`src/rtl/burst_gate_ctrl.sv`:
```
// Burst gate sequencer: runs optional pre-guard, channel-on and post-guard phases
// after a start request, with abort and asynchronous reset; every output is registered.
module burst_gate_ctrl #(
    parameter int CNT_W = 16
) (
    input  logic             clk,
    input  logic             rst,
    input  logic             start,
    input  logic             abort,
    input  logic [CNT_W-1:0] pre_guard,
    input  logic [CNT_W-1:0] burst_len,
    input  logic [CNT_W-1:0] post_guard,
    output logic             mode,
    output logic             busy,
    output logic             done,
    output logic             aborted,
    output logic [CNT_W-1:0] sample_idx
);

    typedef enum logic [1:0] {IDLE, PRE, ON, POST} state_t;

    localparam logic [CNT_W-1:0] ONE = {{(CNT_W-1){1'b0}}, 1'b1};

    state_t           state, state_nxt;
    logic [CNT_W-1:0] cnt, cnt_nxt;
    logic [CNT_W-1:0] pre_q, len_q, post_q;
    logic [CNT_W-1:0] cur_len;
    logic             load, fin_evt, abort_evt;
    logic             mode_nxt, busy_nxt, done_nxt, aborted_nxt;
    logic [CNT_W-1:0] idx_nxt;

    // First phase after 'cur' whose length is nonzero; IDLE as 'cur' means "from the top".
    function automatic state_t next_phase(input state_t cur,
                                          input logic [CNT_W-1:0] p,
                                          input logic [CNT_W-1:0] l,
                                          input logic [CNT_W-1:0] q);
        state_t s;
        s = IDLE;
        case (cur)
            IDLE: begin
                if (p != '0)      s = PRE;
                else if (l != '0) s = ON;
                else if (q != '0) s = POST;
            end
            PRE: begin
                if (l != '0)      s = ON;
                else if (q != '0) s = POST;
            end
            ON: begin
                if (q != '0)      s = POST;
            end
            default: s = IDLE;
        endcase
        return s;
    endfunction

    always_comb begin
        case (state)
            PRE:     cur_len = pre_q;
            ON:      cur_len = len_q;
            POST:    cur_len = post_q;
            default: cur_len = '0;
        endcase
    end

    // State register and registered outputs
    always_ff @(posedge clk or posedge rst) begin
        if (rst) begin
            state      <= IDLE;
            cnt        <= '0;
            mode       <= 1'b0;
            busy       <= 1'b0;
            done       <= 1'b0;
            aborted    <= 1'b0;
            sample_idx <= '0;
        end else begin
            state      <= state_nxt;
            cnt        <= cnt_nxt;
            mode       <= mode_nxt;
            busy       <= busy_nxt;
            done       <= done_nxt;
            aborted    <= aborted_nxt;
            sample_idx <= idx_nxt;
        end
    end

    // Operands are plain data: captured only on the accepting edge.
    always_ff @(posedge clk) begin
        if (load) begin
            pre_q  <= pre_guard;
            len_q  <= burst_len;
            post_q <= post_guard;
        end
    end

    // Next-state logic; cnt counts up within a phase so it never exceeds length-1.
    always_comb begin
        state_nxt = state;
        cnt_nxt   = cnt;
        load      = 1'b0;
        fin_evt   = 1'b0;
        abort_evt = 1'b0;
        if (state == IDLE) begin
            if (start && !abort) begin
                load      = 1'b1;
                cnt_nxt   = '0;
                state_nxt = next_phase(IDLE, pre_guard, burst_len, post_guard);
                fin_evt   = (state_nxt == IDLE);
            end
        end else if (abort) begin
            state_nxt = IDLE;
            cnt_nxt   = '0;
            abort_evt = 1'b1;
        end else if (cnt == cur_len - ONE) begin
            state_nxt = next_phase(state, pre_q, len_q, post_q);
            cnt_nxt   = '0;
            fin_evt   = (state_nxt == IDLE);
        end else begin
            cnt_nxt = cnt + ONE;
        end
    end

    // Output logic: values the output registers take on the coming edge.
    always_comb begin
        mode_nxt    = (state_nxt == ON);
        busy_nxt    = (state_nxt != IDLE);
        done_nxt    = fin_evt;
        aborted_nxt = abort_evt;
        idx_nxt     = (state_nxt == ON) ? cnt_nxt : '0;
    end

endmodule

```
`config.mk`:
```
export PLATFORM = sky130hd
export DESIGN_NAME = burst_gate_ctrl
export DESIGN_NICKNAME = d
export VERILOG_FILES = /design/src/rtl/burst_gate_ctrl.sv
export SDC_FILE = /design/constraint.sdc
export NUM_CORES = 1
export LEC_CHECK = 0
export ABC_CLOCK_PERIOD_IN_PS = 5300
export BUFFER_PORTS_ARGS = -buffer_cell sky130_fd_sc_hd__buf_2
export CELL_PAD_IN_SITES_DETAIL_PLACEMENT = 0
export CELL_PAD_IN_SITES_GLOBAL_PLACEMENT = 1
export CORE_MARGIN = 5
export CORE_UTILIZATION = 39
export CTS_CLUSTER_SIZE = 24
export DETAILED_ROUTE_END_ITERATION = 8
export GPL_TIMING_DRIVEN = 0
export PLACE_DENSITY_LB_ADDON = 0.1
export SYNTH_ARGS = -nofsm -noshare
export SYNTH_HDL_FRONTEND = slang
export SYNTH_SLANG_ARGS = --single-unit
```
`constraint.sdc`:
```
create_clock -name clk -period 5.3 [get_ports clk]
set_input_delay 0.53 -clock clk [delete_from_list [all_inputs] [get_ports clk]]
set_output_delay 0.53 -clock clk [all_outputs]
set_load 0.01 [all_outputs]
```
; Word level (Yosys, flattened, before mapping)
; Cells that the tools add are included.
[word_totals]
word_cells = 57
ff_bits = 86
inputBits = 52
out_inout_bits = 20
[op_classes]
addsub = 2
reduce_logical = 11
n_mux = 29
eq_ne = 5
[ops]
columns = op, n
row1 = two-way mux 16 bit, 5
row2 = nonzero test 16 bit, 5
row3 = case mux 16 bit (3 select lines), 1
row4 = two-way mux 2 bit, 14
row5 = "adder 16 x 1 -> 16 bit, second input constant", 1
row6 = == test 16 bit, 1
row7 = "subtractor 16 x 1 -> 16 bit, second input constant", 1
row8 = two-way mux 1 bit, 8
row9 = "== test 2 bit, second input constant", 3
row10 = logical NOT 2 bit, 3
row11 = case mux 2 bit (2 select lines), 1
row12 = "== test 2 x 1 -> 1 bit, second input constant", 1
row13 = nonzero test 2 bit, 1
row14 = logical AND 1 bit, 1
row15 = logical NOT 1 bit, 1

; Longest topological paths before layout
[logic_depth]
ltp_word = 12
depth_mapped = 19
mapped_depth_nobuf = 14

; Least setup slack after synthesis
; OpenSTA, ideal clock, no wires.
[synth_timing]
path_kind = register to register
startpoint = reg state[0]
endpoint = reg busy
t_required_ns = 5.162
setup_ns = 0.138
period_less_slack_ns = 4.657
stages_incl_launch_ff = 19
setup_slack_ns = 0.643
n_path_buf = 4
arrival_time_ns = 4.520
cell_sequence = dfrtp_1 inv_1 ha_1 buf_6 a222oi_1 or2_2 ha_1 clkbuf_1 clkbuf_1 nor3b_1 nand4b_1 mux2_2 nand4_1 o2111ai_1 or3_4 or4b_4 a31oi_4 buf_6 nand3_1
[synth_via]
elab_chain_len = 9
elab_cells_between_ends = 16
cone_classes = 1 x add/sub / 4 x eq/ne / 9 x mux / 2 x reduce/logical
[synth_lines]
columns = item, line_no
row1 = from (decl), 24  ; state_t state, state_nxt;
row2 = from (signal assigned), 77  ; state <= state_nxt;
row3 = branches (longest 7 deep; another with subtractor 16 x 1 -> 16 bit), --
row4 = two-way mux 2 bit *, 103  ; if (state == IDLE) begin
row5 = nonzero test 2 bit *, 126  ; busy_nxt = (state_nxt != IDLE);
row6 = net busy_nxt, 29  ; logic mode_nxt, busy_nxt, done_nxt, aborted_nxt;
row7 = to (signal assigned), 80  ; busy <= busy_nxt;
row8 = to (decl), 14  ; output logic busy,
; Mark *: on every way through the listed nets, which the timed path passes. The select of a mux whose other input is x is not followed.
; A chain may end at the register's enable or synchronous reset.

; Worst setup path in the final report
[layout_timing]
startpoint = reg state[0]
endpoint = reg sample_idx[13]
[layout_via]
elab_chain_len = 10
elab_cells_between_ends = 20
cone_classes = 1 x add/sub / 5 x eq/ne / 13 x mux / 1 x reduce/logical
[layout_lines]
columns = item, line_no
row1 = branches (longest 7 deep; another with subtractor 16 x 1 -> 16 bit), --
row2 = two-way mux 2 bit *, 103
row3 = net state_nxt[0], 24
row4 = == test 2 bit *, 129  ; idx_nxt = (state_nxt == ON) ? cnt_nxt : '0;
row5 = two-way mux 16 bit *, 129
row6 = net idx_nxt[13], 30  ; logic [CNT_W-1:0] idx_nxt;
row7 = to (signal assigned), 83  ; sample_idx <= idx_nxt;
row8 = to (decl), 17  ; output logic [CNT_W-1:0] sample_idx
; Marked as above.

==> results.txt <==
The flow ran to the end, and the final reports show no timing, DRC or antenna violations. The upper clock frequency limit is 201 MHz. Data on the critical path is required at its endpoint by 5540 ps. The share of synthesized area in the top cell type comes to 0.305. Dividing the synthesized area by the synthesized cell count gives 10.2 µm². The DRC marker count from the first detailed-route iteration came out at 303. The cell area power density is 404 nW/µm².

In the post-synthesis netlist, the biggest area contributors are sky130_fd_sc_hd__edfxtp_1, sky130_fd_sc_hd__dfrtp_1, sky130_fd_sc_hd__nand2_1, sky130_fd_sc_hd__nor4_1, sky130_fd_sc_hd__a222oi_1. The worst path in the final design needs a cycle of 4980 ps, including I/O delays and setup. The total count of hold-check failures in the final report is 0. sky130_fd_sc_hd__edfxtp_1 takes more of the synthesized area than any other cell. The per-cell routed wire length is 19.8 µm. The insertion delay to the later sink of the worst-skew pair came out at 350 ps. The starting density of the core came out at 0.396. In this run the tightest slew margin relative to its limit is 0.244. The count of placed standard cells in the final layout, fillers left out came out at 702. In this run the clock root is driven by a sky130_fd_sc_hd__clkbuf_16. Final hold analysis gives a worst-case slack of 331 ps. The share of the yosys chip area belonging to registers is 0.506. The post-synthesis cell count came out at 465. The buffer levels on the longest clock path came out at 2. Summing over every cut layer, the via total after detailed routing is 4,192. The synthesized netlist occupies a cell area of 4730 µm².

The fraction of synthesized area in multiplexers is 0.0108. The number of iterations in the first detailed-routing pass came out at 6. The global-route wire length before repair came out at 22,100 µm. The period utilization is 0.940. The share of the synthesized area in compound gates (AO/OA/AOI/OAI) was 0.163. When the netlist entered floorplanning its net count stood at 523. The max-slew violation total from the final report is 0. Port buffering added 71 buffers. The number of enable-type register cells in the synthesized netlist came out at 48.

The kind of start point of the critical path is a flop. The number of placement rows is 40. The share of final-layout standard cells stronger than drive strength 1 is 0.218. The boundary pin count came out at 72.

The worst supply voltage drop on vdd came out at 0.195 mV. The synthesized netlist contains 62 unique library cells. The launch instance of the worst register-to-register path is state[0]. The number of clock buffers added by TritonCTS is 9.

The diode insertion count for antenna repair is 0. TritonCTS built the clock tree. For this run, design rule violations remaining after detail routing come to 0. Among all flip-flop cells after synthesis, the most frequent one is sky130_fd_sc_hd__edfxtp_1.

The clock tree synthesis step divided the H-tree into 3 levels. After legalization and detailed placement, the total HPWL measured 10,500 µm. The via count of the first global-routing pass came out at 4,044. The final worst clock skew came out at 5.69 ps.

The number of warnings reported in the yosys synthesis log is 0. The min-delay analysis places its worst path in the category in2async. The commonest cells after synthesis are sky130_fd_sc_hd__nand2_1, sky130_fd_sc_hd__edfxtp_1, sky130_fd_sc_hd__dfrtp_1, sky130_fd_sc_hd__nor2_1, sky130_fd_sc_hd__nor4_1. The number of synthesized register bits came out at 86. Of all nets on the critical path, the largest fanout is 10. The worst setup path is of the reg2reg kind. The total congestion overflow came out at 0. The number of buffers added to fix hold violations after cts is 0. The setup slack of the worst register-to-register path is 320 ps. The area growth from synthesis to layout is 18.4%. Of the total synthesized cell area, the portion taken by XOR and XNOR cells is 0.0148. The destination of the worst register-to-register timing path is sample_idx[13]. After clock tree synthesis, the clock-pin slew on the worst setup and hold paths is 60 ps. The final layout contains routed wiring with a total length of 13,900 µm. Setup repair after global routing left no endpoint under its margin. Counting tap cells, the placed design contains a total of 684 instances. After the last flow step, the layout net total stands at 610. The total routing resource utilization after global routing came out at 0.199. Setup slack on the critical path of the routed design comes to 320 ps. The transition time of the tightest slew-check pin came out at 1130 ps. The number of antenna violations at the first check in global routing is 0. The number of maximum-capacitance violations came out at 0. The data arrival time at the worst-slack endpoint came out at 5220 ps. The number of clock sinks came out at 86. Measured along the x axis, the die boundary spans 120 µm. Of the total synthesized cell area, the portion taken by full adders, half adders and majority gates is 0.0159. The final count of negative-setup-slack endpoints is 0.

The antenna violation net count after detailed routing came out at 0. The area of the core is 12,000 µm². The die covers 14,400 µm². The largest family of logic cells by synthesized area is simple AND/OR/NAND/NOR gates. For this design the static power due to leakage is 2.24 nW. Dividing the detail-routed via count by the number of cells gives 5.97. The worst setup path is captured at a flop.

The number of cells on the worst reg-to-reg path came out at 17. The congestion estimate from routability-driven global placement came to 0.853. After synthesis, the share of flip-flops with an asynchronous set or reset is 0.442. The simple-gate share of the synthesized area came out at 0.257. The post-placement setup slack came out at -610 ps. The die outline height came out at 120 µm. The pin count of the biggest net entering global routing came out at 39.

The most common cell in the synthesized netlist is sky130_fd_sc_hd__nand2_1.
## through the flow
step | instance area (µm²) | power [mW] | util | setup TNS (ps)
finish | 5600 | 2.26 | 0.468 | 0
global route | 5600 | 2.41 | 0.468 | 0
CTS | 5600 | 2.27 | 0.468 | 0
detailed placement | 5300 | 1.68 | 0.443 | -12670
global placement | 5270 | 1.67 | 0.441 | -12440
floorplan | 4730 | 1.42 | - | 0
## worst max-delay path by stage
stage / startpoint / to / slack (ps) / depth (start not counted)
5_1_grt: state[0] / sample_idx[13] / 50 / 17
2_1_floorplan: state[0] / busy / 640 / 18
6_report: state[0] / sample_idx[13] / 320 / 17
4_1_cts: state[1] / sample_idx[13] / 90 / 18
3_3_place_gp: state[1] / busy / -620 / 19
3_5_place_dp: state[1] / busy / -610 / 19
## worst max-delay path, stage by stage (launching register included)
cell	delay [ps]
sky130_fd_sc_hd__dfrtp_1	440
sky130_fd_sc_hd__ha_1	340
sky130_fd_sc_hd__clkbuf_1	280
sky130_fd_sc_hd__a222oi_1	360
sky130_fd_sc_hd__buf_4	170
sky130_fd_sc_hd__or2_2	100
sky130_fd_sc_hd__ha_1	350
sky130_fd_sc_hd__clkbuf_2	320
sky130_fd_sc_hd__nor3b_1	250
sky130_fd_sc_hd__nand4b_1	130
sky130_fd_sc_hd__mux2_2	280
sky130_fd_sc_hd__nand4_1	120
sky130_fd_sc_hd__o2111ai_1	160
sky130_fd_sc_hd__or3_4	400
sky130_fd_sc_hd__o311ai_1	420
sky130_fd_sc_hd__nand2_2	230
sky130_fd_sc_hd__clkbuf_2	280
sky130_fd_sc_hd__a211oi_1	240
## layout by cell type (no fill, tap or decap), types with 10 or more instances in the layout
cell / instances
sky130_fd_sc_hd__a211oi_1: 13
sky130_fd_sc_hd__a222oi_1: 16
sky130_fd_sc_hd__and3_1: 14
sky130_fd_sc_hd__buf_2: 75
sky130_fd_sc_hd__clkbuf_1: 17
sky130_fd_sc_hd__dfrtp_1: 38
sky130_fd_sc_hd__edfxtp_1: 48
sky130_fd_sc_hd__nand2_1: 56
sky130_fd_sc_hd__nand3_1: 17
sky130_fd_sc_hd__nand4_1: 10
sky130_fd_sc_hd__nor2_1: 29
sky130_fd_sc_hd__nor3_1: 16
sky130_fd_sc_hd__nor4_1: 28
sky130_fd_sc_hd__o21ai_0: 16
## flip-flops by register name, indices dropped and copies added (netlist names)
register and cells:
aborted 1, sample_idx 16, busy 1, pre_q 16, state 2, done 1, cnt 16, post_q 16
mode 1, len_q 16
## kinds of logic (layout without fill, tap and decap cells)
| logic type | count (synthesis) | in the layout |
|---|---|---|
| flops | 86 | 86 |
| mux | 5 | 5 |
| buf+inv | 36 | 126 |
| compound gates | 100 | 100 |
| fa+ha+maj | 6 | 6 |
| simple gates | 224 | 224 |
| xor+xnor | 8 | 8 |
## report_power, final
group	switching (mW)	leakage (nW)	internal, mW	total, mW
registers	0.0390	0.969	0.773	0.812
clock network	0.249	0.122	0.311	0.560
logic	0.588	1.15	0.302	0.890
total	0.876	2.24	1.39	2.26
## final cells by class
| type | instances | area (µm²) |
|---|---|---|
| repair buffers | 78 | 420 |
| fillers | 1121 | 6360 |
| flip-flops and latches | 86 | 2390 |
| clock buffers | 10 | 229 |
| clock inverters | 4 | 25.0 |
| plain buffers | 27 | 125 |
| multi-input cells | 343 | 2200 |
| inverters | 7 | 26.3 |
| well taps | 147 | 184 |
## timing repair
action	CTS	global route
resized for setup	4	3
endpoints found under the setup margin	33	28
setup buffers	6	0
gates cloned	0	0
pin swaps	3	0
## routing by layer
layer,vias to the layer above,track usage,share of wire
li1,2012,-,-
met1,2046,0.275,0.48
met2,120,0.301,0.46
met3,14,0.0589,0.055
met4,0,0.0587,0.013
met5,-,0,0
Note: power is estimated with default switching activity, not from simulation.
